===== config.mk =====
export PLATFORM = sky130hd
export DESIGN_NAME = mac_array_ctrl
export DESIGN_NICKNAME = d
export VERILOG_FILES = /design/src/rtl/tpu_pkg.sv /design/src/rtl/mac_array_ctrl_skew_shreg.sv /design/src/rtl/mac_array_ctrl.sv
export SDC_FILE = /design/constraint.sdc
export NUM_CORES = 1
export LEC_CHECK = 0
export ABC_CLOCK_PERIOD_IN_PS = 6900
export CAP_MARGIN = 20
export CORE_UTILIZATION = 40
export CTS_CLUSTER_DIAMETER = 150
export DETAILED_ROUTE_END_ITERATION = 12
export HOLD_SLACK_MARGIN = 0.08
export SLEW_MARGIN = 10
export SYNTH_ARGS = -nofsm -noshare
export SYNTH_HDL_FRONTEND = slang
export SYNTH_SLANG_ARGS = --single-unit

===== constraint.sdc =====
create_clock -name clk -period 6.9 [get_ports clk]
set_clock_uncertainty 0.1 [all_clocks]
set_input_delay 1.035 -clock clk [delete_from_list [all_inputs] [get_ports clk]]
set_output_delay 1.035 -clock clk [all_outputs]
set_load 0.05 [all_outputs]

===== src/rtl/tpu_pkg.sv =====
// Shared types and default sizing for the MAC array control path.
package tpu_pkg;

    // Controller sequencing states.
    typedef enum logic [2:0] {
        ST_IDLE   = 3'd0,
        ST_LOAD_W = 3'd1,
        ST_STREAM = 3'd2,
        ST_DRAIN  = 3'd3,
        ST_DONE   = 3'd4
    } state_t;

    // Default array dimension and vector-count/address width.
    localparam int TPU_N  = 4;
    localparam int TPU_VW = 8;

endpackage


===== src/rtl/mac_array_ctrl_skew_shreg.sv =====
// skew_shreg: N-bit tapped delay line. Tap r is din delayed r+1 cycles,
// which gives each array row its activation-valid one cycle after the row above.
module skew_shreg #(
    parameter int N = 4
) (
    input  logic         clk,
    input  logic         rst_n,
    input  logic         din,
    output logic [N-1:0] dout
);

    logic [N-1:0] vld_pipe;

    // Free-running shift; never stalled, so trailing bits drain on their own.
    always_ff @(posedge clk or negedge rst_n) begin
        if (!rst_n) begin
            vld_pipe <= '0;
        end else begin
            vld_pipe <= {vld_pipe[N-2:0], din};
        end
    end

    assign dout = vld_pipe;

endmodule


===== src/rtl/mac_array_ctrl.sv =====
// mac_array_ctrl: job sequencer for an N x N systolic MAC array.
// Loads weights bottom row first, streams num_vec activation vectors with
// row skew, then collects num_vec results before pulsing done.
// Optional feature: define MAC_ARRAY_CTRL_PERF_EN to add a 32-bit busy-cycle
// counter on output perf_cycles.
module mac_array_ctrl
    import tpu_pkg::*;
#(
    parameter int N  = TPU_N,
    parameter int VW = TPU_VW
) (
    input  logic                 clk,
    input  logic                 rst_n,
    input  logic                 start,
    input  logic [VW-1:0]        num_vec,
    output logic                 busy,
    output logic                 done,
    output logic                 w_rd_en,
    output logic [$clog2(N)-1:0] w_rd_addr,
    output logic                 init_win,
    output logic                 a_rd_en,
    output logic [VW-1:0]        a_rd_addr,
    output logic [N-1:0]         dv_ain,
    input  logic                 res_valid,
    output logic                 res_wr_en,
    output logic [VW-1:0]        res_wr_addr
`ifdef MAC_ARRAY_CTRL_PERF_EN
   ,output logic [31:0]          perf_cycles
`endif
);

    localparam int AW = $clog2(N);
    localparam logic [AW-1:0] W_ONE = AW'(1);
    localparam logic [AW-1:0] W_TOP = AW'(N - 1);
    localparam logic [VW-1:0] V_ONE = VW'(1);

    state_t        state, state_nxt;
    logic [AW-1:0] w_cnt;
    logic [VW-1:0] a_cnt;
    logic [VW-1:0] res_cnt;
    logic [VW-1:0] res_cnt_nxt;
    logic [VW-1:0] num_vec_q;
    logic          start_acc;
    logic          in_cap;
    logic          wr_fire;

    // A zero-length job is never accepted, so counters can compare against num_vec_q - 1.
    assign start_acc   = (state == ST_IDLE) && start && (num_vec != '0);
    assign in_cap      = (state == ST_STREAM) || (state == ST_DRAIN);
    // Extra results past the job length are dropped so res_cnt never exceeds num_vec_q.
    assign wr_fire     = res_valid && in_cap && (res_cnt < num_vec_q);
    assign res_cnt_nxt = wr_fire ? (res_cnt + V_ONE) : res_cnt;

    // State register.
    always_ff @(posedge clk or negedge rst_n) begin
        if (!rst_n) begin
            state <= ST_IDLE;
        end else begin
            state <= state_nxt;
        end
    end

    // Next-state and strobe decode.
    always_comb begin
        state_nxt = state;
        busy      = 1'b1;
        done      = 1'b0;
        w_rd_en   = 1'b0;
        a_rd_en   = 1'b0;
        case (state)
            ST_IDLE: begin
                busy = 1'b0;
                if (start_acc) state_nxt = ST_LOAD_W;
            end
            ST_LOAD_W: begin
                w_rd_en = 1'b1;
                if (w_cnt == '0) state_nxt = ST_STREAM;
            end
            ST_STREAM: begin
                a_rd_en = 1'b1;
                if (a_cnt == num_vec_q - V_ONE) state_nxt = ST_DRAIN;
            end
            ST_DRAIN: begin
                // Leave as soon as the last result lands, including one written this cycle.
                if (res_cnt_nxt == num_vec_q) state_nxt = ST_DONE;
            end
            ST_DONE: begin
                done      = 1'b1;
                state_nxt = ST_IDLE;
            end
            default: begin
                busy      = 1'b0;
                state_nxt = ST_IDLE;
            end
        endcase
    end

    // Job counters: reloaded on an accepted start, each advances only in its own phase.
    always_ff @(posedge clk or negedge rst_n) begin
        if (!rst_n) begin
            num_vec_q <= '0;
            w_cnt     <= '0;
            a_cnt     <= '0;
            res_cnt   <= '0;
        end else if (start_acc) begin
            num_vec_q <= num_vec;
            w_cnt     <= W_TOP;
            a_cnt     <= '0;
            res_cnt   <= '0;
        end else begin
            if (w_rd_en && (w_cnt != '0)) w_cnt <= w_cnt - W_ONE;
            if (a_rd_en && (a_cnt != num_vec_q - V_ONE)) a_cnt <= a_cnt + V_ONE;
            res_cnt <= res_cnt_nxt;
        end
    end

    // Weight data arrives one cycle after the read, so the shift enable trails w_rd_en.
    always_ff @(posedge clk or negedge rst_n) begin
        if (!rst_n) begin
            init_win <= 1'b0;
        end else begin
            init_win <= w_rd_en;
        end
    end

    // Addresses are forced to zero whenever their strobe is low.
    assign w_rd_addr   = w_rd_en ? w_cnt : '0;
    assign a_rd_addr   = a_rd_en ? a_cnt : '0;
    assign res_wr_en   = wr_fire;
    assign res_wr_addr = wr_fire ? res_cnt : '0;

    skew_shreg #(.N(N)) u_skew (
        .clk   (clk),
        .rst_n (rst_n),
        .din   (a_rd_en),
        .dout  (dv_ain)
    );

`ifdef MAC_ARRAY_CTRL_PERF_EN
    // Busy-cycle count for the current job; cleared by an accepted start, frozen in IDLE.
    always_ff @(posedge clk or negedge rst_n) begin
        if (!rst_n) begin
            perf_cycles <= '0;
        end else if (start_acc) begin
            perf_cycles <= '0;
        end else if (busy) begin
            perf_cycles <= perf_cycles + 32'd1;
        end
    end
`endif

endmodule


Word level (Yosys, flattened, before mapping):

Cells that the tools add are included.

* latch bits: 0
* memories: 0
* memory bits (writable): 0
* bits in registers: 34
* input port bits: 12
* ROM bits: 0
* logic and storage cells: 56

* mux-type cells: 18
* reduce and logical (&&, ||, !) cells: 15
* equal/unequal tests: 11
* magnitude comparators: 1
* div/mod/pow operators: 0
* add/sub/neg operators: 4
* shifts and indexed selects: 0
* bitwise operators: 0
* $mul: 0

Operator list (number)
* two-way mux 8 bit: 6
* adder 8 x 1 -> 8 bit, second input constant: 2
* equality test 8 bit: 2
* two-way mux 3 bit: 4
* case mux 3 bit (4 select lines): 1
* less-than comparator 8 bit: 1
* inequality test 8 bit: 1
* nonzero test 8 bit: 1
* subtractor 8 x 1 -> 8 bit, second input constant: 1
* equality test 3 x 2 -> 1 bit, second input constant: 2
* logical AND 1 bit: 6
* two-way mux 2 bit: 3
* nonzero test 2 bit: 3
* two-way mux 1 bit: 4
* inequality test 2 x 1 -> 1 bit, second input constant: 2
* inequality test 2 bit, second input constant: 2
* AND reduction 4 bit: 1
* OR reduction 4 bit: 1
* equality test 3 x 1 -> 1 bit, second input constant: 1
* equality test 3 bit, second input constant: 1
* logical NOT 3 bit: 1
* logical NOT 2 bit: 1
* subtractor 2 x 1 -> 2 bit, second input constant: 1
* logical OR 1 bit: 1

Depth between registers and ports, before layout:

* depth in word-level cells: 8
* gate-level depth with buffers: 15
* gate-level depth less buffers: 12

By module:

From an unflattened synthesis, not the netlist that was laid out.

* cells, all modules: 261
* area total of the unflattened synthesis: 2344.7 um^2

By module, submodules not included
* mac_array_ctrl: instances 1, area an instance 2244.7 um^2, cells an instance 257
* skew_shreg: instances 1, area an instance 100.1 um^2, cells an instance 4

Worst setup path before layout:

Ideal clock, no wire load.

* kind: input port to flip-flop
* start: input port res_valid
* end: register state[0]
* stages: 11
* required time: 6646 ps
* setup slack: 2644 ps
* arrival time: 4002 ps
* path buffers: 2
* cells stage by stage: nor2b_1 -> o2111a_1 -> o31a_1 -> clkbuf_1 -> clkbuf_1 -> ha_1 -> xnor2_1 -> o221ai_1 -> a211o_1 -> a2111oi_0 -> a41oi_1

* longest elaborated chain between the ends: 6

Ends and longest elaborated chain
* from (decl): line mac_array_ctrl.sv:24 `input logic res_valid,`
* logical AND 1 bit (2 in a row): line mac_array_ctrl.sv:51 `assign wr_fire = res_valid && in_cap && (res_cnt < num_vec_q);`
* net res_wr_en: line mac_array_ctrl.sv:25 `output logic res_wr_en,`
* two-way mux 8 bit: line mac_array_ctrl.sv:52 `assign res_cnt_nxt = wr_fire ? (res_cnt + V_ONE) : res_cnt;`
* equality test 8 bit: line mac_array_ctrl.sv:85 `if (res_cnt_nxt == num_vec_q) state_nxt = ST_DONE;`
* inequality test 2 x 1 -> 1 bit (no line)
* AND reduction 4 bit (no line)
* to (signal assigned): line mac_array_ctrl.sv:59 `state <= state_nxt;`
* to (decl): line mac_array_ctrl.sv:37 `state_t state, state_nxt;`

The timed path passes the listed nets, and every way through them passes these cells.
A chain may end at the register's enable or synchronous reset.

Final worst setup path:

* start: input port res_valid
* end: output port res_wr_addr[2]

* longest elaborated chain between the ends: 3

Ends and longest elaborated chain
* logical AND 1 bit (2 in a row): line mac_array_ctrl.sv:51
* two-way mux 8 bit: line mac_array_ctrl.sv:130 `assign res_wr_addr = wr_fire ? res_cnt : '0;`
* to (decl): line mac_array_ctrl.sv:26 `output logic [VW-1:0] res_wr_addr`

No other way between the ends.

==> flow_summary_export.csv <==
group,metric,value,unit
outcome,status,"finished, final reports clean",
cts,cts_root_buffer,"clkbuf_8",
finish,nNetsFinal,331,
floorplan,die_x,79.6,microns
yosys,synth_nets,301,
yosys,ys_ff_latch,34,
detailed_routing,vias_per_cell,5.43,
place,pre_cts_ws,2.11,ns
yosys,yosys_warnings,0,
detailed_routing,ant_nets,0,
yosys,synth-seq-area-share,0.353,
critical_path,worstReg2RegEnd,"state[0]",
pwr,p_per_area,241,nW/um^2
min_path,whs_path_depth,0,
detailed_routing,drtIter0Drc,114,
detailed_routing,first_pass_iters,4,
finish,final_cell_mix,"clkdlybuf4s50_1 (39), dfrtp_1 (34), nand2_1 (32)",
cts,ctsHoldBuffers,0,
finish,area_growth,23.0,%
critical_path,setup.worst_path.start_class,"primary input",
floorplan,die_h,79.6,microns
critical_path,cpMaxStageDelayCell,"clkdlybuf4s50_1",
sta,fmax,209,MHz
pwr,ir_drop,0.000167,V
global_route,grt_pass1_vias,1936,
critical_path,cp_cell_sequence,"clkdlybuf4s50_1 > nor2b_1 > o2111a_1 > o31a_1 > and2_1 > clkdlybuf4s50_1",
global_route,track_usage,0.204,
min_path,hp-class,"reg2reg",
critical_path,worstSetupPathDepth,6,
critical_path,critPathBufInv,2,
yosys,ys_types,49,
finish,drive_gt1_frac,0.0455,
sta,setup_slack,2.10,ns
sta,rsz0062_at_grt,"false",
critical_path,worstPathArrival,3.66,ns
min_path,min-delay-start,"u_skew.dout[2]",
place,gp_congestion,0.943,
cts,cts_tree,"built",
yosys,syn_area,2410,sq um
sta,setup_viol,0,
cts,cts_setup_buffers,0,
critical_path,reg2reg_depth,10,
floorplan,rows,27,
critical_path,path_delay_family,"buffers and inverters",
floorplan,io_pins,40,
floorplan,dieArea,6330,sq um
global_route,grt_overflow,0,
sta,fin_crit,4.80,ns
yosys,synth_edf_count,0,
min_path,hold_end,"u_skew.dout[3]",
job,drv_cap,0,
sta,worst_pin_slew,0.950,ns
critical_path,worstPathMaxFanout,27,
detailed_routing,routedWlPerCell,15.2,microns
detailed_routing,wl,5780,microns
sta,finalHoldViolations,0,
cts,cts.path.max_buffers,2,
finish,final_common_cell,"clkdlybuf4s50_1",
yosys,synth_ff_type,"dfrtp_1",
sta,finalCritPeriodShare,0.695,
place,dp_hpwl,4180,microns
critical_path,criticalPathCategory,"in2out",
detailed_routing,drc,0,
global_route,antenna_found_initial,0,
floorplan,start_util,0.427,
place,placement.io_buffers,39,
yosys,syn_avg_cell_area,8.69,sq um
cts,cts_resized,0,
yosys,ys_async_sr_fraction,1.00,
critical_path,cp-end-kind,"primary output",
finish,antenna_cells,0,
yosys,synthCells,277,
global_route,grt_first_pass_wirelength,9800,microns
critical_path,timing.rr.start,"num_vec_q[2]",
critical_path,slowest_delay,0.83,ns
critical_path,r2r_slack,2.53,ns
floorplan,core_area,5640,sq um
global_route,grt_max_degree,35,
pwr,p_leak,1.25,nW
critical_path,cpMostUsedCell,"clkdlybuf4s50_1",
cts,numCtsBuffers,5,
critical_path,crit_required,5.76,ns
sta,relSlewSlack,0.367,
cts,clock_latency,0.30,ns
sta,slew_viol_final,0,
cts,cts_sinks,34,
cts,clk_pin_slew,0.08,ns
sta,tns,0,ns
detailed_routing,dr_total_vias,2065,
cts,h-tree-depth,2,
power by group:
part	switching (mW)	internal [mW]	total [mW]
logic	0.124	0.0952	0.220
registers	0.0496	0.218	0.268
clock network	0.0814	0.145	0.226
total	0.256	0.458	0.714
metrics by stage:
stage          power (mW)  hold WS, ns  area (sq um)  std cells  utilization
3_5_place_dp        0.488        0.268          2820        372        0.500
2_1_floorplan       0.420        0.378          2410        277            -
6_report            0.714        0.284          2960        380        0.525
4_1_cts             0.717        0.286          2960        380        0.525
5_1_grt             0.754        0.295          2960        380        0.525
3_3_place_gp        0.489        0.263          2820        372        0.500
cell usage after synthesis (all sizes together) (2+ instances only):
master / number / area [sq um]
nand2b: 2 / 12.5
a2111oi: 3 / 32.5
nor3: 8 / 40.0
clkbuf: 14 / 52.6
a21oi: 6 / 30.0
o21bai: 3 / 22.5
nor2b: 5 / 31.3
inv: 13 / 48.8
xor2: 10 / 87.6
and4: 3 / 26.3
nand2: 32 / 120
o2111a: 3 / 33.8
o31a: 2 / 17.5
o2111ai: 2 / 17.5
mux2i: 4 / 40.0
and2: 20 / 125
nor4: 5 / 31.3
o221ai: 2 / 17.5
o21ai: 11 / 55.1
nor3b: 2 / 15.0
nand4: 4 / 25.0
dfrtp: 34 / 851
buf: 3 / 20.0
a21o: 2 / 15.0
nor2: 18 / 67.6
or3: 3 / 18.8
o31ai: 2 / 15.0
a211o: 2 / 17.5
a41oi: 2 / 25.0
ha: 12 / 150
a31oi: 2 / 12.5
nand3: 5 / 25.0
xnor2: 16 / 140
o211ai: 5 / 37.5
and3: 7 / 43.8
o21a: 2 / 15.0
area by class of cell:
cell class	count	area (sq um)
clock buffer	5	68.8
clock inverter	3	68.8
fill	529	2680
inverter	13	48.8
multi-input combinational	213	1440
sequential	34	851
tap	72	90.1
timing repair buffer	40	398
worst max-delay path by stage:
stage,start,endpoint
global route,num_vec_q[2],res_wr_addr[2]
global placement,res_valid,res_wr_addr[2]
finish,res_valid,res_wr_addr[2]
detailed placement,res_valid,res_wr_addr[2]
CTS,res_valid,res_wr_addr[2]
floorplan,res_valid,state[0]
sequential cells by signal, summed over array words and instances, names as in the netlist:
register,cells
a_cnt,8
u_skew.dout,4
state,3
res_cnt,8
num_vec_q,8
init_win,1
w_cnt,2
layer usage:
metal	part of all wire	up-vias	routed length [microns]	global-route usage
met5	0	-	0	0
met1	0.51	967	2940	0.286
li1	-	1045	-	-
met2	0.44	40	2520	0.311
met4	0.018	0	102	0.0655
met3	0.036	13	210	0.0400
kinds of logic (layout without fill, tap and decap cells):
group	count (synthesis)	after routing	synth area share
and+or+nand+nor	116	116	0.249
AOI/OAI and AO/OA	55	55	0.174
xor gates and xnor gates	26	26	0.0946
muxes	4	4	0.0166
adders and majority gates	12	12	0.0624
DFF	34	34	0.353
buffers and inverters	30	61	0.0504
No activity file was read; power rests on OpenSTA's default activity.
